## config.mk

```make
export PLATFORM = sky130hd
export DESIGN_NAME = uart_rx
export DESIGN_NICKNAME = d
export VERILOG_FILES = /design/src/rtl/uart_rx.sv
export SDC_FILE = /design/constraint.sdc
export NUM_CORES = 1
export LEC_CHECK = 0
export CAP_MARGIN = 20
export CORE_MARGIN = 2
export CORE_UTILIZATION = 55
export DETAILED_ROUTE_END_ITERATION = 8
export PLACE_DENSITY = 0.75
export SLEW_MARGIN = 20
export SYNTH_ARGS = -nofsm -noshare
export SYNTH_HDL_FRONTEND = slang
export SYNTH_SLANG_ARGS = --single-unit
```

## constraint.sdc

```tcl
create_clock -name in_clk -period 2.1 [get_ports in_clk]
set_input_delay 0.42 -clock in_clk [delete_from_list [all_inputs] [get_ports in_clk]]
set_output_delay 0.42 -clock in_clk [all_outputs]
set_load 0.05 [all_outputs]
```

## src/rtl/uart_rx.sv

```systemverilog
// 8N1 UART receiver, LSB first, with a 2-FF input synchronizer and centre-of-bit sampling.
// A stop bit that samples low raises frame_err and parks in BREAK until the line goes high again.
module uart_rx #(
  parameter int unsigned CLK_DIV = 434
) (
  input  logic       in_clk,
  input  logic       in_rst,
  input  logic       rx,
  output logic [7:0] uart_data,
  output logic       uart_push,
  output logic       frame_err,
  output logic       rx_active
);

  localparam logic [15:0] HALF   = 16'(CLK_DIV / 2);
  localparam logic [15:0] DIV_M1 = 16'(CLK_DIV - 1);

  typedef enum logic [2:0] {
    S_IDLE,
    S_START,
    S_DATA,
    S_STOP,
    S_BREAK
  } state_t;

  state_t      r_state;
  logic        r_sync1;
  logic        r_sync2;
  logic [2:0]  r_bitcnt;
  logic [15:0] r_clkcnt;
  logic [7:0]  r_shift;
  logic [7:0]  r_data;
  logic        r_push;
  logic        r_ferr;
  logic        r_active;
  logic        w_rxs;

  assign w_rxs     = r_sync2;
  assign uart_data = r_data;
  assign uart_push = r_push;
  assign frame_err = r_ferr;
  assign rx_active = r_active;

  always_ff @(posedge in_clk or posedge in_rst) begin
    if (in_rst) begin
      r_state  <= S_IDLE;
      r_sync1  <= 1'b1;
      r_sync2  <= 1'b1;
      r_bitcnt <= 3'd0;
      r_clkcnt <= 16'd0;
      r_shift  <= 8'd0;
      r_data   <= 8'd0;
      r_push   <= 1'b0;
      r_ferr   <= 1'b0;
      r_active <= 1'b0;
    end else begin
      r_sync1 <= rx;
      r_sync2 <= r_sync1;
      r_push  <= 1'b0;
      r_ferr  <= 1'b0;
      case (r_state)
        S_IDLE: begin
          r_clkcnt <= 16'd0;
          if (!w_rxs) begin
            r_state  <= S_START;
            r_active <= 1'b1;
          end
        end
        S_START: begin
          if (r_clkcnt == HALF) begin
            r_clkcnt <= 16'd0;
            if (!w_rxs) begin
              r_bitcnt <= 3'd0;
              r_state  <= S_DATA;
            end else begin
              // Start bit gone by mid-bit: a glitch, not a frame.
              r_state  <= S_IDLE;
              r_active <= 1'b0;
            end
          end else begin
            r_clkcnt <= r_clkcnt + 16'd1;
          end
        end
        S_DATA: begin
          if (r_clkcnt == DIV_M1) begin
            r_clkcnt          <= 16'd0;
            r_shift[r_bitcnt] <= w_rxs;
            r_bitcnt          <= r_bitcnt + 3'd1;
            if (r_bitcnt == 3'd7) begin
              r_state <= S_STOP;
            end
          end else begin
            r_clkcnt <= r_clkcnt + 16'd1;
          end
        end
        S_STOP: begin
          if (r_clkcnt == DIV_M1) begin
            r_clkcnt <= 16'd0;
            if (w_rxs) begin
              r_data   <= r_shift;
              r_push   <= 1'b1;
              r_state  <= S_IDLE;
              r_active <= 1'b0;
            end else begin
              r_ferr  <= 1'b1;
              r_state <= S_BREAK;
            end
          end else begin
            r_clkcnt <= r_clkcnt + 16'd1;
          end
        end
        S_BREAK: begin
          r_clkcnt <= 16'd0;
          if (w_rxs) begin
            r_state  <= S_IDLE;
            r_active <= 1'b0;
          end
        end
        default: begin
          r_state  <= S_IDLE;
          r_clkcnt <= 16'd0;
          r_active <= 1'b0;
        end
      endcase
    end
  end

endmodule
```

Word-level counts from Yosys, hierarchy flattened

Cells that the tools add are included.

Register bits after elaboration: 43
Output and inout port bits: 11
Bits of input ports: 3

Reductions and logical operators: 9
Bitwise logic cells: 1
Add/subtract/negate cells: 2
Muxes and demuxes: 30
Equal/unequal tests: 14
Order comparisons: 2

Operators with widths:

| kind                    | count |
|---|---|
| $mux W16                | 2 |
| $pmux W16 S2            | 1 |
| $mux W3                 | 10 |
| $add A16 B1 Y16 const B | 1 |
| $eq A16 B8 Y1 const B   | 1 |
| $eq A16 B9 Y1 const B   | 1 |
| $pmux W3 S5             | 1 |
| $ne A2 B2 Y1 const B    | 7 |
| $mux W1                 | 11 |
| $bwmux W8               | 1 |
| $reduce_and A4 Y1       | 2 |
| $eq A3 B2 Y1 const B    | 2 |
| $eq A3 B3 Y1 const B    | 2 |
| $pmux W3 S2             | 1 |
| $reduce_and A6 Y1       | 1 |
| $pmux W1 S5             | 1 |
| $lt A3 B4 Y1 const B    | 1 |
| $add A3 B1 Y3 const B   | 1 |
| $demux W1 S3            | 1 |
| $eq A3 B1 Y1 const B    | 1 |
| $ge A3 B1 Y1 const B    | 1 |
| $logic_not A3 Y1        | 1 |
| $reduce_and A3 Y1       | 1 |
| $mux W2                 | 1 |
| other kinds (5)         | 5 |

Logic depth before layout (Yosys ltp)

Gate-level depths: netlist (run 1).

Depth after elaboration: 5
Gate-level depth with buffers: 8
Mapped depth without buffers: 6

Worst setup path after synthesis (run 1)

Ideal clock, no wire load.

Path kind: register to register
From: register r_clkcnt[1]
To: register r_data[0] (netlist: uart_data[0])
Stages on the path, launching flop included: 9
Arrival time: 1,685 ps
Buffers on the path: 2
Path slack: 290 ps
Cell sequence: dfrtp_1 inv_1 ha_1 nor3b_2 and4_1 buf_6 and3_4 buf_12 mux2_4

Longest elaborated chain between the ends: 2

RTL lines:

| item                        | line | text |
|---|---|---|
| from (decl)                 | 30   | `logic [15:0] r_clkcnt;` |
| from (signal assigned)      | 81   | `r_clkcnt <= r_clkcnt + 16'd1;` |
| from (signal assigned)      | 93   | `r_clkcnt <= r_clkcnt + 16'd1;` |
| from (signal assigned)      | 109  | `r_clkcnt <= r_clkcnt + 16'd1;` |
| $eq A16 B9 Y1               | 97   | `if (r_clkcnt == DIV_M1) begin` |
| $reduce_and A3 Y1 (no line) | --   |  |
| to (signal assigned)        | 100  | `r_data <= r_shift;` |
| to (decl)                   | 32   | `logic [7:0] r_data;` |

No other way between the ends.
A chain may end at the register's enable or synchronous reset.

Final worst setup path (run 1)

From: register r_data[5] (netlist: uart_data[5])
To: output uart_data[5]

RTL lines:

| item      | line | text |
|---|---|---|
| to (decl) | 9    | `output logic [7:0] uart_data,` |

No word-level cell between the ends.

==> qor.yml, run 1 <==
synth:
  synth_edf_count: 0
  synth_seq_area_share_pct: 49.2
  ys.warnings.count: 0
  avgSynthCellArea_um2: 10.9
  async_flop_share_pct: 100
  synth_seq_cells: 43
  synth_ff_type: "dfrtp_1"
  synth_fp_nets: 209
  synth_cell_types: 42
  netlist_instances: 202
  syn_area_um2: 2190
place:
  gp_routability_congestion: 0.929
  placed_cells: 256
  post-dp-hpwl_um: 2870
  place_ws_ns: 0.242
  place_area_um2: 2320
  io_buffers: 13
worst_setup_path:
  end_kind: "output pin"
  cp.arrival_ns: 1.48
  cp_max_fo: 2
  slowest_delay_ns: 0.81
  path_delay_family: "buffers and inverters"
  critPathRequiredTime_ns: 1.68
  slowest_stage: "clkdlybuf4s50_1"
  crit_chain: "clkdlybuf4s50_1"
  critPathKind: "register to output pin"
  crit_buf_inv: 1
  start_kind: "register"
run:
  drv_cap: 0
sta:
  finalClockSkew_ns: 0.0125
  hold_slack_ns: 0.357
  final-setup-viol-count: 0
  drv_slew: 0
  maxSlewHeadroom_pct: 64.0
  setup_tns_ns: 0
  finalCritPeriodShare_pct: 90.6
  hold_viol: 0
  grt_setup_unrepaired: "false"
  period_minus_slack_ns: 1.90
  fmax_ghz: 0.526
  worstMarginPinSlew_ns: 0.538
  setup_ws_ns: 0.197
clocking:
  cts_setup_buffers: 0
  path_clk_slew_ns: 0.09
  clk_latency_ns: 0.30
  hold_buffers: 0
  cts_buffers: 5
  cts.sinks: 43
  cts_max_path_buffers: 2
  cts_tree: "done"
  clockRootBuffer: "clkbuf_8"
  h-tree-depth: 2
  cts_resized: 0
cells_and_area:
  post-route-util_pct: 65.2
  layout_common_cells: "dfrtp_1 (41), nor2_1 (24), clkdlybuf4s50_1 (13), nand4_1 (12), a21oi_1 (12)"
  final_cells: 264
  nets: 222
  final_cell_area_um2: 2440
  final_common_cell: "dfrtp_1"
  syn2layout_area_growth_pct: 11.3
  diodes: 0
  drive_above_1_share_pct: 17.1
floorplanning:
  dieWidth_um: 67.2
  ios: 14
  coreArea_um2: 3740
  dieArea_um2: 4510
  start_util_pct: 58.6
  rows: 22
  fp.dieH_um: 67.2
drt:
  routedWlPerCell_um: 15.0
  drt_iter0_drc: 92
  vias: 1556
  drt-pass1-iter-count: 4
  wirelength_um: 3970
  via_per_inst: 5.89
  route.detailed.drc: 0
  drtAntennaViolNets: 0
power:
  power_density_nw_per_um2: 623
  p_leak_nw: 1.11
  irDropWorstVdd_mv: 0.468
  power.total_mw: 1.52
grt:
  grt_pass1_vias: 1588
  grtUsageTotal_pct: 21.0
  grt_max_degree: 44
  antenna_found_initial: 0
  overflow: 0
  grt_pass1_wl_um: 7150
outcome:
  status: "completed"
worst_hold_path:
  hold_path_class: "register to register"
## routing by layer
layer  track usage, %  share of wire [%]
met1             26.4                 44
met2             34.2                 50
met3             5.67                4.1
met4             8.67                2.1
met5                0                  0
## state kept, by name (all words and copies together) (netlist names)
| signal | count |
|---|---|
| frame_err | 1 |
| r_bitcnt | 3 |
| r_clkcnt | 16 |
| r_shift | 8 |
| r_state | 3 |
| r_sync1 | 1 |
| r_sync2 | 1 |
| rx_active | 1 |
| uart_data | 8 |
| uart_push | 1 |
## synthesized netlist by cell type, types with 3 or more instances
| master | instances | area [um2] |
|---|---|---|
| and3_1 | 4 | 25.0 |
| nor4_1 | 3 | 18.8 |
| or3_1 | 4 | 25.0 |
| inv_1 | 6 | 22.5 |
| mux2_4 | 8 | 120 |
| xor2_1 | 7 | 61.3 |
| nand2_1 | 5 | 18.8 |
| nand3_1 | 10 | 50.1 |
| buf_2 | 3 | 15.0 |
| ha_1 | 4 | 50.1 |
| a21oi_1 | 12 | 60.1 |
| nor2_1 | 24 | 90.1 |
| and4_1 | 4 | 35.0 |
| mux2_2 | 8 | 90.1 |
| o21ai_0 | 4 | 20.0 |
| xnor2_1 | 4 | 35.0 |
| clkbuf_1 | 4 | 15.0 |
| dfrtp_1 | 41 | 1030 |
| nand4_1 | 12 | 75.1 |
| nor3_1 | 4 | 20.0 |
## final cells by class
type	instances	area [um2]
clock buffer	5	68.8
clock inverter	3	47.5
fill	298	1300
inverter	6	22.5
multi-input combinational	142	1000
sequential	43	1080
tap	48	60.1
timing repair buffer	17	160
## power breakdown
group	switching, mW	internal [mW]	total [mW]
logic	0.0187	0.00710	0.0258
clock network	0.300	0.360	0.660
registers	0.00403	0.831	0.835
total	0.322	1.20	1.52
## cell families (layout without fill, tap and decap cells)
group	count (synthesis)	count (layout)	synth area share, %
AOI/OAI and AO/OA	27	27	7.59
muxes	18	18	10.5
and+or+nand+nor	82	82	21.0
xor gates and xnor gates	11	11	4.39
DFF	43	43	49.2
adders and majority gates	4	4	2.28
buffers and inverters	17	31	5.08
## final timing paths
check                      slack (ns)                     start  depth (start not counted)                endpoint
max in group asynchronous        1.16                    in_rst                          3       r_sync1$_DFF_PP1_
min in group asynchronous        0.55                    in_rst                          3  r_clkcnt[15]$_DFF_PP0_
setup reg to reg                 0.24     r_clkcnt[1]$_DFF_PP0_                          7  r_shift[3]$_DFFE_PP0P_
hold / removal                   0.36         r_sync1$_DFF_PP1_                          0       r_sync2$_DFF_PP1_
hold reg to reg                  0.36         r_sync1$_DFF_PP1_                          0       r_sync2$_DFF_PP1_
setup / recovery                 0.20  uart_data[5]$_DFFE_PP0P_                          1            uart_data[5]
Power figures use the tool's default switching activity.
==> run 2, diff against run 1 <==
CORE_MARGIN = default   (was 2)
==> run 2 against run 1 <==
Die area is 5.9% lower. Clock skew is 0.0018 ns lower. Sequential power hardly changed. Routed wire length is 2.2% lower. Via count is 0.64% lower. Utilization is 0.84 points lower. First-iteration DRC count is 49% lower. Flip-flop and latch count stayed put. Global-route usage is 0.47 points higher. Largest power group unchanged. Combinational power is 3% lower.
==> qor.yml, run 2 (synthesized netlist as in run 1, its figures left out) <==
cells_and_area:
  diodes: 0  # unchanged
  post-route-util_pct: 64.4  # was 65.2%
  largest_reg_flops: 16  # unchanged
  syn2layout_area_growth_pct: 9.87  # was 11.3%
  final_cell_area_um2: 2410  # was 2440 um2
  final_cells: 263  # was 264
  final_common_cell: "dfrtp_1"  # unchanged
  drive_above_1_share_pct: 16.7  # was 17.1%
  regMostFlops: "r_clkcnt"  # unchanged
  nets: 221  # was 222
  layout_common_cells: "dfrtp_1 (41), nor2_1 (24), clkdlybuf4s50_1 (13), nand4_1 (12), a21oi_1 (12)"  # unchanged
worst_setup_path:
  r2r-start: "r_clkcnt[3]$_DFF_PP0_"  # was r_clkcnt[1]$_DFF_PP0_
  path_delay_family: "buffers and inverters"  # unchanged
  crit_chain: "clkdlybuf4s50_1"  # unchanged
  cp.arrival_ns: 1.48  # about the same
  critPathRequiredTime_ns: 1.68  # about the same
  slowest_stage: "clkdlybuf4s50_1"  # unchanged
  crit_buf_inv: 1  # unchanged
  cp_max_fo: 2  # unchanged
  start_kind: "register"  # unchanged
  critPathKind: "register to output pin"  # unchanged
  end_kind: "output pin"  # unchanged
  slowest_delay_ns: 0.81  # about the same
  cp-startpoint: "uart_data[3]$_DFFE_PP0P_"  # was uart_data[5]$_DFFE_PP0P_
sta:
  final-setup-viol-count: 0  # unchanged
  hold_viol: 0  # unchanged
  hold_slack_ns: 0.358  # was 0.357 ns
  period_minus_slack_ns: 1.90  # about the same
  maxSlewHeadroom_pct: 60.1  # was 64.0%
  finalClockSkew_ns: 0.0106  # was 0.0125 ns
  grt_setup_unrepaired: "false"  # unchanged
  setup_tns_ns: 0  # unchanged
  drv_slew: 0  # unchanged
  worstMarginPinSlew_ns: 0.597  # was 0.538 ns
  setup_ws_ns: 0.196  # was 0.197 ns
  fmax_ghz: 0.525  # was 0.526 GHz
  finalCritPeriodShare_pct: 90.7  # was 90.6%
power:
  p_seq_share_pct: 60.1  # was 54.9%
  switching_power_mw: 0.314  # was 0.322 mW
  comb_power_share_pct: 1.8  # was 1.7%
  irDropWorstVdd_mv: 0.404  # was 0.468 mV
  power.total_mw: 1.39  # was 1.52 mW
  pwr-share-clk_pct: 38.1  # was 43.4%
  p_leak_nw: 1.08  # was 1.11 nW
  p_int_mw: 1.08  # was 1.20 mW
  swShare_pct: 22.6  # was 21.2%
  power_density_nw_per_um2: 577  # was 623 nW/um2
clocking:
  clk_latency_ns: 0.29  # was 0.30 ns
  h-tree-depth: 2  # unchanged
  cts_resized: 0  # unchanged
  clockRootBuffer: "clkbuf_8"  # unchanged
  cts.sinks: 43  # unchanged
  cts_setup_buffers: 0  # unchanged
  path_clk_slew_ns: 0.09  # about the same
  cts_max_path_buffers: 2  # unchanged
  cts_buffers: 5  # unchanged
  cts_tree: "done"  # unchanged
  hold_buffers: 0  # unchanged
floorplanning:
  start_util_pct: 58.6  # unchanged
  rows: 22  # unchanged
  fp.dieH_um: 65.2  # was 67.2 um
  coreArea_um2: 3740  # unchanged
  ios: 14  # unchanged
  dieArea_um2: 4240  # was 4510 um2
  dieWidth_um: 65.2  # was 67.2 um
place:
  post-dp-hpwl_um: 2840  # was 2870 um
  placed_cells: 255  # was 256
  io_buffers: 13  # unchanged
  gp_routability_congestion: 0.911  # was 0.929
  place_ws_ns: 0.249  # was 0.242 ns
  place_area_um2: 2320  # about the same
grt:
  grt_pass1_wl_um: 6910  # was 7150 um
  grt_max_degree: 44  # unchanged
  grtUsageTotal_pct: 21.4  # was 21.0%
  overflow: 0  # unchanged
  grt_pass1_vias: 1532  # was 1,588
  antenna_found_initial: 0  # unchanged
drt:
  route.detailed.drc: 0  # unchanged
  drt_iter0_drc: 47  # was 92
  drtAntennaViolNets: 0  # unchanged
  drt-pass1-iter-count: 4  # unchanged
  wirelength_um: 3880  # was 3970 um
  via_per_inst: 5.88  # was 5.89
  routedWlPerCell_um: 14.8  # was 15.0 um
  vias: 1546  # was 1,556
outcome:
  status: "completed"  # unchanged
worst_hold_path:
  hold_path_class: "register to register"  # unchanged
  holdCritStartpoint: "r_sync1$_DFF_PP1_"  # unchanged
run:
  drv_cap: 0  # unchanged
[run 2: final cells by class]
type | count | area [um2]
fill | 310 | 1330
sequential | 43 | 1080
timing repair buffer | 16 | 153
clock buffer | 5 | 68.8
tap | 48 | 60.1
multi-input combinational | 142 | 1000
inverter | 6 | 22.5
clock inverter | 3 | 23.8
[run 2: power by group through the flow]
stage,Combinational [mW],Clock [mW],Sequential (mW)
global route,0.0302,0.583,0.836
floorplan,0.0187,0,0.848
global placement,0.0260,0,0.851
finish,0.0249,0.530,0.835
CTS,0.0266,0.543,0.835
detailed placement,0.0265,0,0.851
[run 2: final timing paths]
| check | end | slack [ns] | cells after the start |
|---|---|---|---|
| setup / recovery | uart_data[3] | 0.20 | 1 |
| setup reg to reg | r_shift[1]$_DFFE_PP0P_ | 0.25 | 5 |
| min in group asynchronous | uart_data[3]$_DFFE_PP0P_ | 0.54 | 3 |
| hold / removal | r_sync2$_DFF_PP1_ | 0.36 | 0 |
| max in group asynchronous | r_sync1$_DFF_PP1_ | 1.17 | 3 |
| hold reg to reg | r_sync2$_DFF_PP1_ | 0.36 | 0 |
[run 2: layer usage]
layer / global-route usage (%) / part of all wire [%]
met2: 37.0 / 51
met4: 6.79 / 1.5
met3: 5.21 / 2.1
met1: 26.4 / 45
met5: 0 / 0
